**config.mk**
```make
export PLATFORM = sky130hd
export DESIGN_NAME = axi_rd_grant_ctrl
export DESIGN_NICKNAME = d
export VERILOG_FILES = /design/src/rtl/axi_rd_pkg.sv /design/src/rtl/rr_pick2.sv /design/src/rtl/axi_rd_grant_ctrl.sv
export SDC_FILE = /design/constraint.sdc
export NUM_CORES = 1
export LEC_CHECK = 0
export BUFFER_PORTS_ARGS = -buffer_cell sky130_fd_sc_hd__buf_2
export CAP_MARGIN = 20
export CORE_ASPECT_RATIO = 0.8
export CORE_MARGIN = 2
export CORE_UTILIZATION = 40
export DETAILED_ROUTE_END_ITERATION = 10
export GPL_TIMING_DRIVEN = 1
export SYNTH_ARGS = -nofsm -noshare
export SYNTH_HDL_FRONTEND = slang
export SYNTH_SLANG_ARGS = --single-unit
```
**constraint.sdc**
```tcl
create_clock -name ACLK -period 1.38 [get_ports ACLK]
set_input_delay 0 -clock ACLK [delete_from_list [all_inputs] [get_ports ACLK]]
set_output_delay 0 -clock ACLK [all_outputs]
set_load 0.02 [all_outputs]
```
**src/rtl/axi_rd_pkg.sv**
```systemverilog
// rtl/axi_rd_pkg.sv - shared types and constants for the AXI read-channel grant controller
// Falls back to a 4-bit burst length when the shared AXI defines are not in the compile.
`ifndef AXI_LEN_BITS
`define AXI_LEN_BITS 4
`endif

package axi_rd_pkg;

    typedef enum logic [1:0] {
        IDLE = 2'd0,
        ADDR = 2'd1,
        DATA = 2'd2
    } rd_state_e;

    typedef logic mst_idx_t;

    localparam mst_idx_t MST_M0   = 1'b0;
    localparam mst_idx_t MST_M1   = 1'b1;
    localparam mst_idx_t RST_PRIO = MST_M0;

    localparam int LEN_W = `AXI_LEN_BITS;

    function automatic logic [1:0] idx_to_onehot(input mst_idx_t idx);
        return (idx == MST_M1) ? 2'b10 : 2'b01;
    endfunction

endpackage

```
**src/rtl/rr_pick2.sv**
```systemverilog
// rtl/rr_pick2.sv - combinational two-requester round-robin selector
// A lone requester always wins; on contention the pointer picks the winner.
module rr_pick2
    import axi_rd_pkg::*;
(
    input  logic [1:0] req_i,
    input  mst_idx_t   ptr_i,
    output logic [1:0] gnt_o,
    output logic       vld_o
);

    always_comb begin
        gnt_o = 2'b00;
        case (req_i)
            2'b01:   gnt_o = 2'b01;
            2'b10:   gnt_o = 2'b10;
            2'b11:   gnt_o = idx_to_onehot(ptr_i);
            default: gnt_o = 2'b00;
        endcase
    end

    assign vld_o = |req_i;

endmodule

```
**src/rtl/axi_rd_grant_ctrl.sv**
```systemverilog
// rtl/axi_rd_grant_ctrl.sv - AR/R path grant controller for two read masters (M0 fetch, M1 data)
// Optional stalled-burst release is compiled in with AXI_RD_TIMEOUT_EN.
module axi_rd_grant_ctrl
    import axi_rd_pkg::*;
#(
    parameter int TIMEOUT_CYC = 255,
    parameter int TO_CNT_W    = 8
) (
    input  logic                     ACLK,
    input  logic                     ARESETn,
    input  logic                     ARVALID_M0,
    input  logic                     ARVALID_M1,
    input  logic                     ARREADY_SEL,
    input  logic [`AXI_LEN_BITS-1:0] ARLEN_SEL,
    input  logic                     RVALID_SEL,
    input  logic                     RREADY_SEL,
    input  logic                     RLAST_SEL,
    output logic                     GNT_M0,
    output logic                     GNT_M1,
    output logic                     AR_PHASE,
    output logic                     BUSY,
    output logic [`AXI_LEN_BITS-1:0] BEAT_CNT,
    output logic                     LEN_ERR,
    output logic                     TIMEOUT_ERR
);

    if (2 ** TO_CNT_W <= TIMEOUT_CYC) begin : g_bad_to_cfg
        $error("TO_CNT_W is too narrow to hold TIMEOUT_CYC");
    end

    rd_state_e          state_q, state_d;
    logic [1:0]         gnt_q, gnt_d;
    logic               ar_phase_q, ar_phase_d;
    logic               busy_q, busy_d;
    logic [LEN_W-1:0]   beat_cnt_q, beat_cnt_d;
    logic [LEN_W-1:0]   len_q, len_d;
    logic               len_err_q, len_err_d;
    logic               len_flag_q, len_flag_d;
    mst_idx_t           ptr_q, ptr_d;

    logic [1:0]         pick_gnt;
    logic               pick_vld;
    logic               arvalid_sel;
    logic               r_hs;
    logic [LEN_W-1:0]   beat_inc;

`ifdef AXI_RD_TIMEOUT_EN
    localparam logic [TO_CNT_W-1:0] TO_LIMIT = TO_CNT_W'(TIMEOUT_CYC - 1);
    logic [TO_CNT_W-1:0] to_cnt_q, to_cnt_d;
    logic                to_err_q, to_err_d;
`endif

    rr_pick2 u_pick (
        .req_i ({ARVALID_M1, ARVALID_M0}),
        .ptr_i (ptr_q),
        .gnt_o (pick_gnt),
        .vld_o (pick_vld)
    );

    assign arvalid_sel = gnt_q[1] ? ARVALID_M1 : ARVALID_M0;
    assign r_hs        = RVALID_SEL & RREADY_SEL;
    assign beat_inc    = (beat_cnt_q == '1) ? beat_cnt_q : beat_cnt_q + 1'b1;

    always_comb begin
        state_d    = state_q;
        gnt_d      = gnt_q;
        ar_phase_d = ar_phase_q;
        busy_d     = busy_q;
        beat_cnt_d = beat_cnt_q;
        len_d      = len_q;
        len_err_d  = 1'b0;
        len_flag_d = len_flag_q;
        ptr_d      = ptr_q;
`ifdef AXI_RD_TIMEOUT_EN
        to_cnt_d   = to_cnt_q;
        to_err_d   = 1'b0;
`endif
        case (state_q)
            IDLE: begin
                if (pick_vld) begin
                    gnt_d      = pick_gnt;
                    ar_phase_d = 1'b1;
                    busy_d     = 1'b1;
                    state_d    = ADDR;
                end
            end
            ADDR: begin
                // A dropped ARVALID keeps the grant; only a real handshake advances.
                if (arvalid_sel && ARREADY_SEL) begin
                    len_d      = ARLEN_SEL;
                    beat_cnt_d = '0;
                    ar_phase_d = 1'b0;
                    len_flag_d = 1'b0;
                    state_d    = DATA;
`ifdef AXI_RD_TIMEOUT_EN
                    to_cnt_d   = '0;
`endif
                end
            end
            DATA: begin
                if (r_hs) begin
                    beat_cnt_d = beat_inc;
                    if (RLAST_SEL) begin
                        len_err_d = (beat_cnt_q != len_q);
                        state_d   = IDLE;
                        gnt_d     = 2'b00;
                        busy_d    = 1'b0;
                        ptr_d     = gnt_q[1] ? MST_M0 : MST_M1;
                    end else if ((beat_cnt_q == len_q) && !len_flag_q) begin
                        // Overrun is reported once per burst even if the count saturates.
                        len_err_d  = 1'b1;
                        len_flag_d = 1'b1;
                    end
                end
`ifdef AXI_RD_TIMEOUT_EN
                if (r_hs) begin
                    to_cnt_d = '0;
                end else if (to_cnt_q == TO_LIMIT) begin
                    to_err_d = 1'b1;
                    state_d  = IDLE;
                    gnt_d    = 2'b00;
                    busy_d   = 1'b0;
                    ptr_d    = gnt_q[1] ? MST_M0 : MST_M1;
                end else begin
                    to_cnt_d = to_cnt_q + 1'b1;
                end
`endif
            end
            default: begin
                state_d    = IDLE;
                gnt_d      = 2'b00;
                ar_phase_d = 1'b0;
                busy_d     = 1'b0;
            end
        endcase
    end

    always_ff @(posedge ACLK or negedge ARESETn) begin
        if (!ARESETn) begin
            state_q    <= IDLE;
            gnt_q      <= 2'b00;
            ar_phase_q <= 1'b0;
            busy_q     <= 1'b0;
            beat_cnt_q <= '0;
            len_q      <= '0;
            len_err_q  <= 1'b0;
            len_flag_q <= 1'b0;
            ptr_q      <= RST_PRIO;
        end else begin
            state_q    <= state_d;
            gnt_q      <= gnt_d;
            ar_phase_q <= ar_phase_d;
            busy_q     <= busy_d;
            beat_cnt_q <= beat_cnt_d;
            len_q      <= len_d;
            len_err_q  <= len_err_d;
            len_flag_q <= len_flag_d;
            ptr_q      <= ptr_d;
        end
    end

`ifdef AXI_RD_TIMEOUT_EN
    always_ff @(posedge ACLK or negedge ARESETn) begin
        if (!ARESETn) begin
            to_cnt_q <= '0;
            to_err_q <= 1'b0;
        end else begin
            to_cnt_q <= to_cnt_d;
            to_err_q <= to_err_d;
        end
    end

    assign TIMEOUT_ERR = to_err_q;
`else
    assign TIMEOUT_ERR = 1'b0;
`endif

    assign GNT_M0   = gnt_q[0];
    assign GNT_M1   = gnt_q[1];
    assign AR_PHASE = ar_phase_q;
    assign BUSY     = busy_q;
    assign BEAT_CNT = beat_cnt_q;
    assign LEN_ERR  = len_err_q;

endmodule

```
---- Word level (Yosys, flattened, before mapping) ----
Cells that the tools add are included.
storage, ports and cells
  register bits ........................... 17
  bits of input ports ..................... 12
  output and inout bits ................... 10
  word-level logic and storage cells ...... 70
operators by class
  $add $sub $neg .......................... 1
  equal/unequal tests ..................... 15
  mux-type cells .......................... 29
  bitwise operators ....................... 3
  reduce and logical (&&, ||, !) cells .... 13
operators with widths
  cell                                                  count
  one-hot mux 2 bit (3 select lines)                    3
  != test 2 bit (second input constant)                 7
  two-way mux 1 bit                                     13
  two-way mux 2 bit                                     6
  two-way mux 4 bit                                     3
  AND reduction 4 bit                                   3
  one-hot mux 4 bit (2 select lines)                    1
  equality test 2 bit (second input constant)           3
  one-hot mux 1 bit (3 select lines)                    2
  AND reduction 3 bit                                   2
  AND reduction 5 bit                                   1
  adder 4 x 1 -> 4 bit (second input constant)          1
  equality test 2 x 1 -> 1 bit (second input constant)  2
  equality test 4 bit                                   1
  equality test 4 bit (second input constant)           1
  != test 4 bit                                         1
  logical AND 1 bit                                     2
  logical NOT 2 bit                                     1
  NOT 1 bit                                             2
  one-hot mux 1 bit (2 select lines)                    1
  AND reduction 2 bit                                   1
  nonzero test 2 bit                                    1
  OR reduction 2 bit                                    1
  AND 1 bit                                             1
  logical NOT 1 bit                                     1

---- Depth between registers and ports, before layout ----
Gate-level depths: netlist of the first run.
  depth after elaboration ................. 6
  gate-level depth with buffers ........... 4
  mapped depth without buffers ............ 4

---- Modules after synthesis ----
A second synthesis of the first run with hierarchy kept.
unflattened totals
  cells, all modules ...................... 80
  area total of the unflattened synthesis .. 893.4 µm²
by module, submodules not included
  module             times used  cells an instance  area each (µm²)  sequential area each (µm²)
  axi_rd_grant_ctrl  1           76                 868.3            425.4
  rr_pick2           1           4                  25.0             0.0

---- Worst setup path after synthesis of the first run ----
Ideal clock, no wire load.
  path type ............................... reg2reg
  start ................................... register gnt_q[1]
  end ..................................... register len_q[0]
  setup time .............................. 0.125 ns
  arrival ................................. 1.288 ns
  required time ........................... 1.255 ns
  path slack .............................. -0.033 ns
  stages on the path, launching flop included .. 4
  path buffers ............................ 0
  clock period less this slack ............ 1.413 ns
  cell sequence ........................... dfrtp_1 -> mux2i_2 -> nor2_4 -> mux2_4
between the ends
  word-level cells in the longest chain between the ends .. 3
ends and longest elaborated chain
  item                                  RTL line                  source
  start, declared                       axi_rd_grant_ctrl.sv:32   logic [1:0] gnt_q, gnt_d;
  start signal, assigned                axi_rd_grant_ctrl.sv:151  gnt_q <= gnt_d;
  two-way mux 1 bit                     axi_rd_grant_ctrl.sv:60   assign arvalid_sel = gnt_q[1] ? ARVALID_M1 : ARVALID_M0;
  logical AND 1 bit                     axi_rd_grant_ctrl.sv:89   if (arvalid_sel && ARREADY_SEL) begin
  AND reduction 2 bit (no source line)  --
  end signal, assigned                  axi_rd_grant_ctrl.sv:155  len_q <= len_d;
  end, declared                         axi_rd_grant_ctrl.sv:36   logic [LEN_W-1:0] len_q, len_d;
No other way between the ends.
A chain may end at the register's enable or synchronous reset.

---- Worst setup path in the final report of the first run ----
  start ................................... register gnt_q[1]
  end ..................................... register len_q[1]
Same word-level chain as after synthesis.

==> results.py, run 1 <==
metrics = {
    "finish": {
        "fin_util_pct": 55.90,
        "drive_above_1_share_pct": 39.67,
        "diodes": 0,
        "final_cell_mix": "20 x buf_2, 15 x dfrtp_1, 10 x buf_4, 6 x nand3_1, 6 x dlygate4sd3_1",
        "final_common_cell": "buf_2",
        "final_area_um2": 1227,
        "syn_to_final_growth_pct": 29.93,
        "stdcell_count": 146,
        "n_fill_cell": 201,
        "nNetsFinal": 135,
    },
    "drt": {
        "routed_wirelength_mm": 1.976,
        "wl_per_cell_um": 13.53,
        "post-route-drc-count": 0,
        "drt_iter0_drc": 6,
        "via_per_inst": 5.295,
        "postRouteAntennaNets": 0,
        "drt_pass1_iterations": 4,
        "route.vias.total": 773,
    },
    "critical_path": {
        "start_kind": "flop",
        "critPathKind": "reg2reg",
        "ff2ff_path_depth": 3,
        "crit_end": "len_q[1]$_DFFE_PN0P_",
        "crit_arrival_ns": 1.51,
        "crit_start": "gnt_q[1]$_DFFE_PN0P_",
        "critical_path.max_fanout": 8,
        "cp-end-kind": "flop",
        "required_ns": 1.56,
        "regToRegSetupSlack_ns": 0.05,
        "reg2reg_from": "gnt_q[1]$_DFFE_PN0P_",
        "reg2reg_to": "len_q[1]$_DFFE_PN0P_",
    },
    "grt": {
        "first_global_vias": 666,
        "antenna_found_initial": 0,
        "gr-usage-all-layers_pct": 16.11,
        "grt_start_max_net_pins": 18,
        "gr-total-overflow": 0,
        "grt_pass1_wl_mm": 3.139,
    },
    "yosys": {
        "ys_warn_count": 0,
        "synthesis.instances": 84,
        "seq_area_frac_synth_pct": 45.03,
        "avgSynthCellArea_um2": 11.25,
        "ys_seq_elements": 17,
        "synth_area_leader_cell": "dfrtp_1",
        "synth_top_area_share_pct": 45.03,
        "syn_area_um2": 944.7,
        "ys_top_cells_by_area": "dfrtp_1 45%, mux2_4 6.4%, xor2_1 3.7%",
        "synth_cell_types": 39,
        "synth_nets": 97,
    },
    "pwr": {
        "leakage_nw": 0.5863,
        "ir_worst_vdd_uv": 1196,
        "powerDensity_nw_per_um2": 1704,
    },
    "floorplanning": {
        "ios": 22,
        "core_um2": 2196,
        "start_util_pct": 43.02,
        "die_w_um": 58.33,
        "die_y_um": 47.47,
        "rows": 15,
        "design.die.area_um2": 2769,
    },
    "clock_network": {
        "cts.reportedPaths.clkPinSlew_ns": 0.09,
        "clockBufferDepth": 2,
        "cts_tree": "yes",
        "cts_root_buffer": "clkbuf_4",
        "clk-insertion-delay-late_ns": 0.29,
        "clkSinkCount": 17,
        "cts_buffers": 3,
        "cts_max_level": 1,
    },
    "flow_run": {
        "cap_violations": 0,
    },
    "timing": {
        "fin_crit_ns": 1.327,
        "tns_ns": 0,
        "rsz0062_at_grt": "no",
        "slew_violations": 0,
        "finalSetupViolCount": 0,
        "skew_ns": 0.002436,
        "min_period_over_period_pct": 96.18,
        "setup_slack_ns": 0.05276,
        "hold_violations": 0,
        "fmax_mhz": 753.4,
    },
    "placed_design": {
        "port_buffers": 20,
        "dp.cells": 132,
        "dp_hpwl_mm": 1.472,
        "place_congestion": 0.7412,
        "placed_area_um2": 1106,
        "place_ws_ns": 0.05123,
    },
    "min_path": {
        "hold_class": "in2reg",
        "min_from": "RREADY_SEL",
    },
    "status": {
        "status": "complete, no violations",
    },
}
## repair_timing
item	4_1_cts	5_1_grt
endpoints found under the setup margin	0	8
endpoints found under the hold margin	23	0
hold buffers	6	0
buffers inserted	0	4
gates resized for setup	0	3
## cell type report
cell class                 instances  area (um2)  share of cell area [%]
clock buffer                       4       26.28                   2.141
inverter                           4       15.01                   1.223
timing repair buffer              36       235.2                   19.16
sequential                        17       427.9                   34.86
multi-input combinational         60       491.7                   40.06
tap                               25       31.28                   2.548
## kinds of logic after synthesis
group	synth area share, %
adders and majority gates	1.324
AOI/OAI and AO/OA	15.10
other	0.3970
DFF	45.03
muxes	8.874
and+or+nand+nor	21.46
xor gates and xnor gates	3.708
buffers and inverters	4.105
## Yosys cell counts
cell type	instances
buf_6	1
nor2_4	1
o31ai_1	2
mux2_4	4
nor2b_1	1
mux2i_1	1
conb_1	1
nand3_1	6
dfrtp_1	17
nor4_2	1
o21ba_2	1
a211oi_1	2
nor2_1	3
nor3b_1	1
nor3_1	1
buf_2	1
o221ai_1	1
o2bb2ai_1	2
a32oi_1	1
o21ai_0	3
or2_1	1
nand3b_1	1
nand2_1	2
mux2i_2	1
a21oi_1	3
nand4b_4	1
o21ai_1	1
nand2b_1	3
or3_1	1
a211o_1	1
xor2_1	4
inv_1	4
and4bb_2	2
and3_1	2
o311ai_1	1
buf_4	1
ha_1	1
o211ai_1	2
and4b_2	1
## flip-flops by register name, indices dropped and copies added, names as in the netlist
| name | flops |
|---|---|
| LEN_ERR | 1 |
| BUSY | 1 |
| AR_PHASE | 1 |
| ptr_q | 1 |
| len_flag_q | 1 |
| state_q | 2 |
| BEAT_CNT | 4 |
| len_q | 4 |
| gnt_q | 2 |
## layer usage
layer	GRT usage (%)	part of all wire, %	vias up
li1	-	-	386
met1	23.22	54	368
met2	22.47	40	15
met3	5.676	4.6	4
met4	5.581	1.2	0
met5	0	0	-
## critical path, cell delays in order (launching register included)
cell and delay [ns]:
dfrtp_1 0.42, mux2i_4 0.22, nor2_4 0.26, mux2_4 0.32
## per-stage QoR
stage	hold slack [ns]	power [mW]
4_1_cts	0.08555	2.086
3_3_place_gp	-0.05323	1.788
6_report	0.1008	2.092
2_1_floorplan	-0.2956	1.526
3_5_place_dp	-0.05545	1.804
5_1_grt	0.1144	2.246
## report_power, final
group / leakage, nW / internal (mW) / switching (mW) / total, mW
clock network: 0.0150 / 0.112 / 0.152 / 0.264
logic: 0.359 / 0.498 / 0.463 / 0.961
registers: 0.213 / 0.685 / 0.181 / 0.867
total: 0.586 / 1.30 / 0.796 / 2.09
## worst min path at each step
stage / end / depth (start not counted)
2_1_floorplan: AR_PHASE$_DFFE_PN0P_ / 0
3_3_place_gp: len_q[1]$_DFFE_PN0P_ / 1
3_5_place_dp: len_q[1]$_DFFE_PN0P_ / 1
4_1_cts: BEAT_CNT[0]$_DFFE_PN0P_ / 3
5_1_grt: gnt_q[1]$_DFFE_PN0P_ / 3
6_report: BUSY$_DFFE_PN0P_ / 4
(Power assumes the default switching activity.)
==> run 2, diff against run 1 <==
--- a/config.mk
+++ b/config.mk
@@ -8,8 +8,8 @@
 export BUFFER_PORTS_ARGS = -buffer_cell sky130_fd_sc_hd__buf_2
 export CAP_MARGIN = 20
 export CORE_ASPECT_RATIO = 0.8
-export CORE_MARGIN = 2
-export CORE_UTILIZATION = 40
+export CORE_MARGIN = 10
+export CORE_UTILIZATION = 25
 export DETAILED_ROUTE_END_ITERATION = 10
 export GPL_TIMING_DRIVEN = 1
 export SYNTH_ARGS = -nofsm -noshare
==> constraint.sdc (replaced) <==
create_clock -name ACLK -period 1.38 [get_ports ACLK]
set_input_delay 0 -clock ACLK [delete_from_list [all_inputs] [get_ports ACLK]]
set_output_delay 0 -clock ACLK [all_outputs]
set_load 0.01 [all_outputs]
==> results.py, run 2 (synthesis results as in run 1) <==
metrics = {
    "finish": {
        "multiInputGateArea_um2": 485.5,
        "final_common_cell": "buf_2",
        "final_cell_mix": "20 x buf_2, 17 x dfrtp_1, 7 x buf_4, 6 x nand3_1, 5 x dlygate4sd3_1",
        "fin_util_pct": 34.97,
        "regArea_um2": 425.4,
        "nNetsFinal": 132,
        "drive_above_1_share_pct": 38.14,
        "syn_to_final_growth_pct": 31.13,
        "diodes": 0,
        "n_fill_cell": 354,
    },
    "clock_network": {
        "cts_root_buffer": "clkbuf_8",
        "cts_buffers": 3,
        "cts_tree": "yes",
        "clkSinkCount": 17,
        "clk-insertion-delay-late_ns": 0.25,
        "cts_setup_buffers": 0,
        "cts_max_level": 1,
        "clockBufferDepth": 2,
        "cts.reportedPaths.clkPinSlew_ns": 0.07,
    },
    "timing": {
        "setup_slack_ns": 0.07555,
        "min_period_over_period_pct": 94.53,
        "hold_violations": 0,
        "fmax_mhz": 766.6,
        "slew_violations": 0,
        "finalSetupViolCount": 0,
        "skew_ns": 0.004445,
        "whs_ns": 0.06066,
        "rsz0062_at_grt": "no",
        "fin_crit_ns": 1.304,
        "tns_ns": 0,
    },
    "grt": {
        "gr-total-overflow": 0,
        "gr-usage-all-layers_pct": 7.516,
        "grt_pass1_wl_mm": 3.850,
        "antenna_found_initial": 0,
        "grt_start_max_net_pins": 18,
        "first_global_vias": 783,
    },
    "floorplanning": {
        "start_util_pct": 26.67,
        "design.die.area_um2": 6653,
        "die_y_um": 74.98,
        "rows": 19,
        "die_w_um": 88.73,
        "core_um2": 3542,
        "ios": 22,
    },
    "critical_path": {
        "cp-end-kind": "flop",
        "critical_path.max_fanout": 6,
        "ff2ff_path_depth": 3,
        "start_kind": "flop",
        "cp_cell_sequence": "nand3b_1 > nor2_4 > mux2_4",
        "crit_start": "state_q[1]$_DFFE_PN0P_",
        "cp_top_family": "simple AND/OR/NAND/NOR gates",
        "crit_arrival_ns": 1.44,
        "regToRegSetupSlack_ns": 0.08,
        "path_depth": 3,
        "crit_end": "len_q[1]$_DFFE_PN0P_",
        "required_ns": 1.52,
        "reg2reg_to": "len_q[1]$_DFFE_PN0P_",
        "critical_path_buf_inv_count": 0,
        "reg2reg_from": "state_q[1]$_DFFE_PN0P_",
        "critPathMaxStageDelay_ns": 0.40,
        "critPathKind": "reg2reg",
        "critPathSlowestCell": "dfrtp_1",
    },
    "drt": {
        "drt_iter0_drc": 39,
        "post-route-drc-count": 0,
        "via_per_inst": 4.788,
        "route.vias.total": 766,
        "postRouteAntennaNets": 0,
        "wl_per_cell_um": 14.31,
        "drt_pass1_iterations": 4,
        "routed_wirelength_mm": 2.289,
    },
    "placed_design": {
        "port_buffers": 20,
        "place_ws_ns": 0.09080,
        "dp_hpwl_mm": 1.754,
        "place_congestion": 0.7435,
    },
    "pwr": {
        "powerDensity_nw_per_um2": 1742,
        "leakage_nw": 0.5975,
        "ir_worst_vdd_uv": 718.6,
    },
    "status": {
        "status": "complete, no violations",
    },
    "flow_run": {
        "cap_violations": 0,
    },
    "min_path": {
        "hold_class": "in2reg",
    },
}
## run 2: worst min path at each step
stage	startpoint	to	slack (ns)	depth (start not counted)
finish	RLAST_SEL	LEN_ERR$_DFF_PN0_	0.06	3
global route	RLAST_SEL	ptr_q$_DFFE_PN0P_	0.08	3
CTS	RLAST_SEL	LEN_ERR$_DFF_PN0_	0.06	3
detailed placement	ARESETn	BEAT_CNT[0]$_DFFE_PN0P_	-0.05	1
global placement	ARESETn	BEAT_CNT[1]$_DFFE_PN0P_	-0.06	1
floorplan	ARESETn	AR_PHASE$_DFFE_PN0P_	-0.30	0
## run 2: timing repair
item                       in CTS  in global routing
hold buffers                    5                  0
gates resized for setup         0                  2
setup endpoints to repair       0                  2
hold endpoints to repair       21                  0
## run 2: cell type report
| type | instances | area share [%] |
|---|---|---|
| Clock buffer | 3 | 3.333 |
| Inverter | 4 | 1.212 |
| Multi-Input combinational cell | 60 | 39.19 |
| Tap cell | 42 | 4.242 |
| Sequential cell | 17 | 34.34 |
| Clock inverter | 1 | 0.4040 |
| Timing Repair Buffer | 33 | 17.27 |
## run 2: stage by stage
stage / instance area, um2 / instances / power (mW)
4_1_cts: 1230 / 160 / 2.177
2_1_floorplan: 944.7 / 84 / 1.450
6_report: 1239 / 160 / 2.157
3_3_place_gp: 1134 / 151 / 1.762
3_5_place_dp: 1134 / 151 / 1.776
5_1_grt: 1239 / 160 / 2.325
## run 2: worst register-to-register path, cell delays in order, from the launching register on
cell	delay [ns]
dfrtp_1	0.40
nand3b_1	0.23
nor2_4	0.24
mux2_4	0.32
## run 2: routing by layer
| metal | up-vias | track usage (%) | share of wire (%) |
|---|---|---|---|
| met5 | - | 0 | 0 |
| met4 | 0 | 3.220 | 1.4 |
| met3 | 2 | 2.589 | 5.0 |
| met2 | 16 | 11.67 | 48 |
| met1 | 371 | 9.283 | 46 |
| li1 | 377 | - | - |
## run 2: power by group
| group | total (mW) | internal, mW | switching (mW) |
|---|---|---|---|
| sequential | 0.853 | 0.682 | 0.172 |
| combinational | 0.935 | 0.503 | 0.432 |
| clock | 0.369 | 0.200 | 0.169 |
| total | 2.16 | 1.38 | 0.772 |
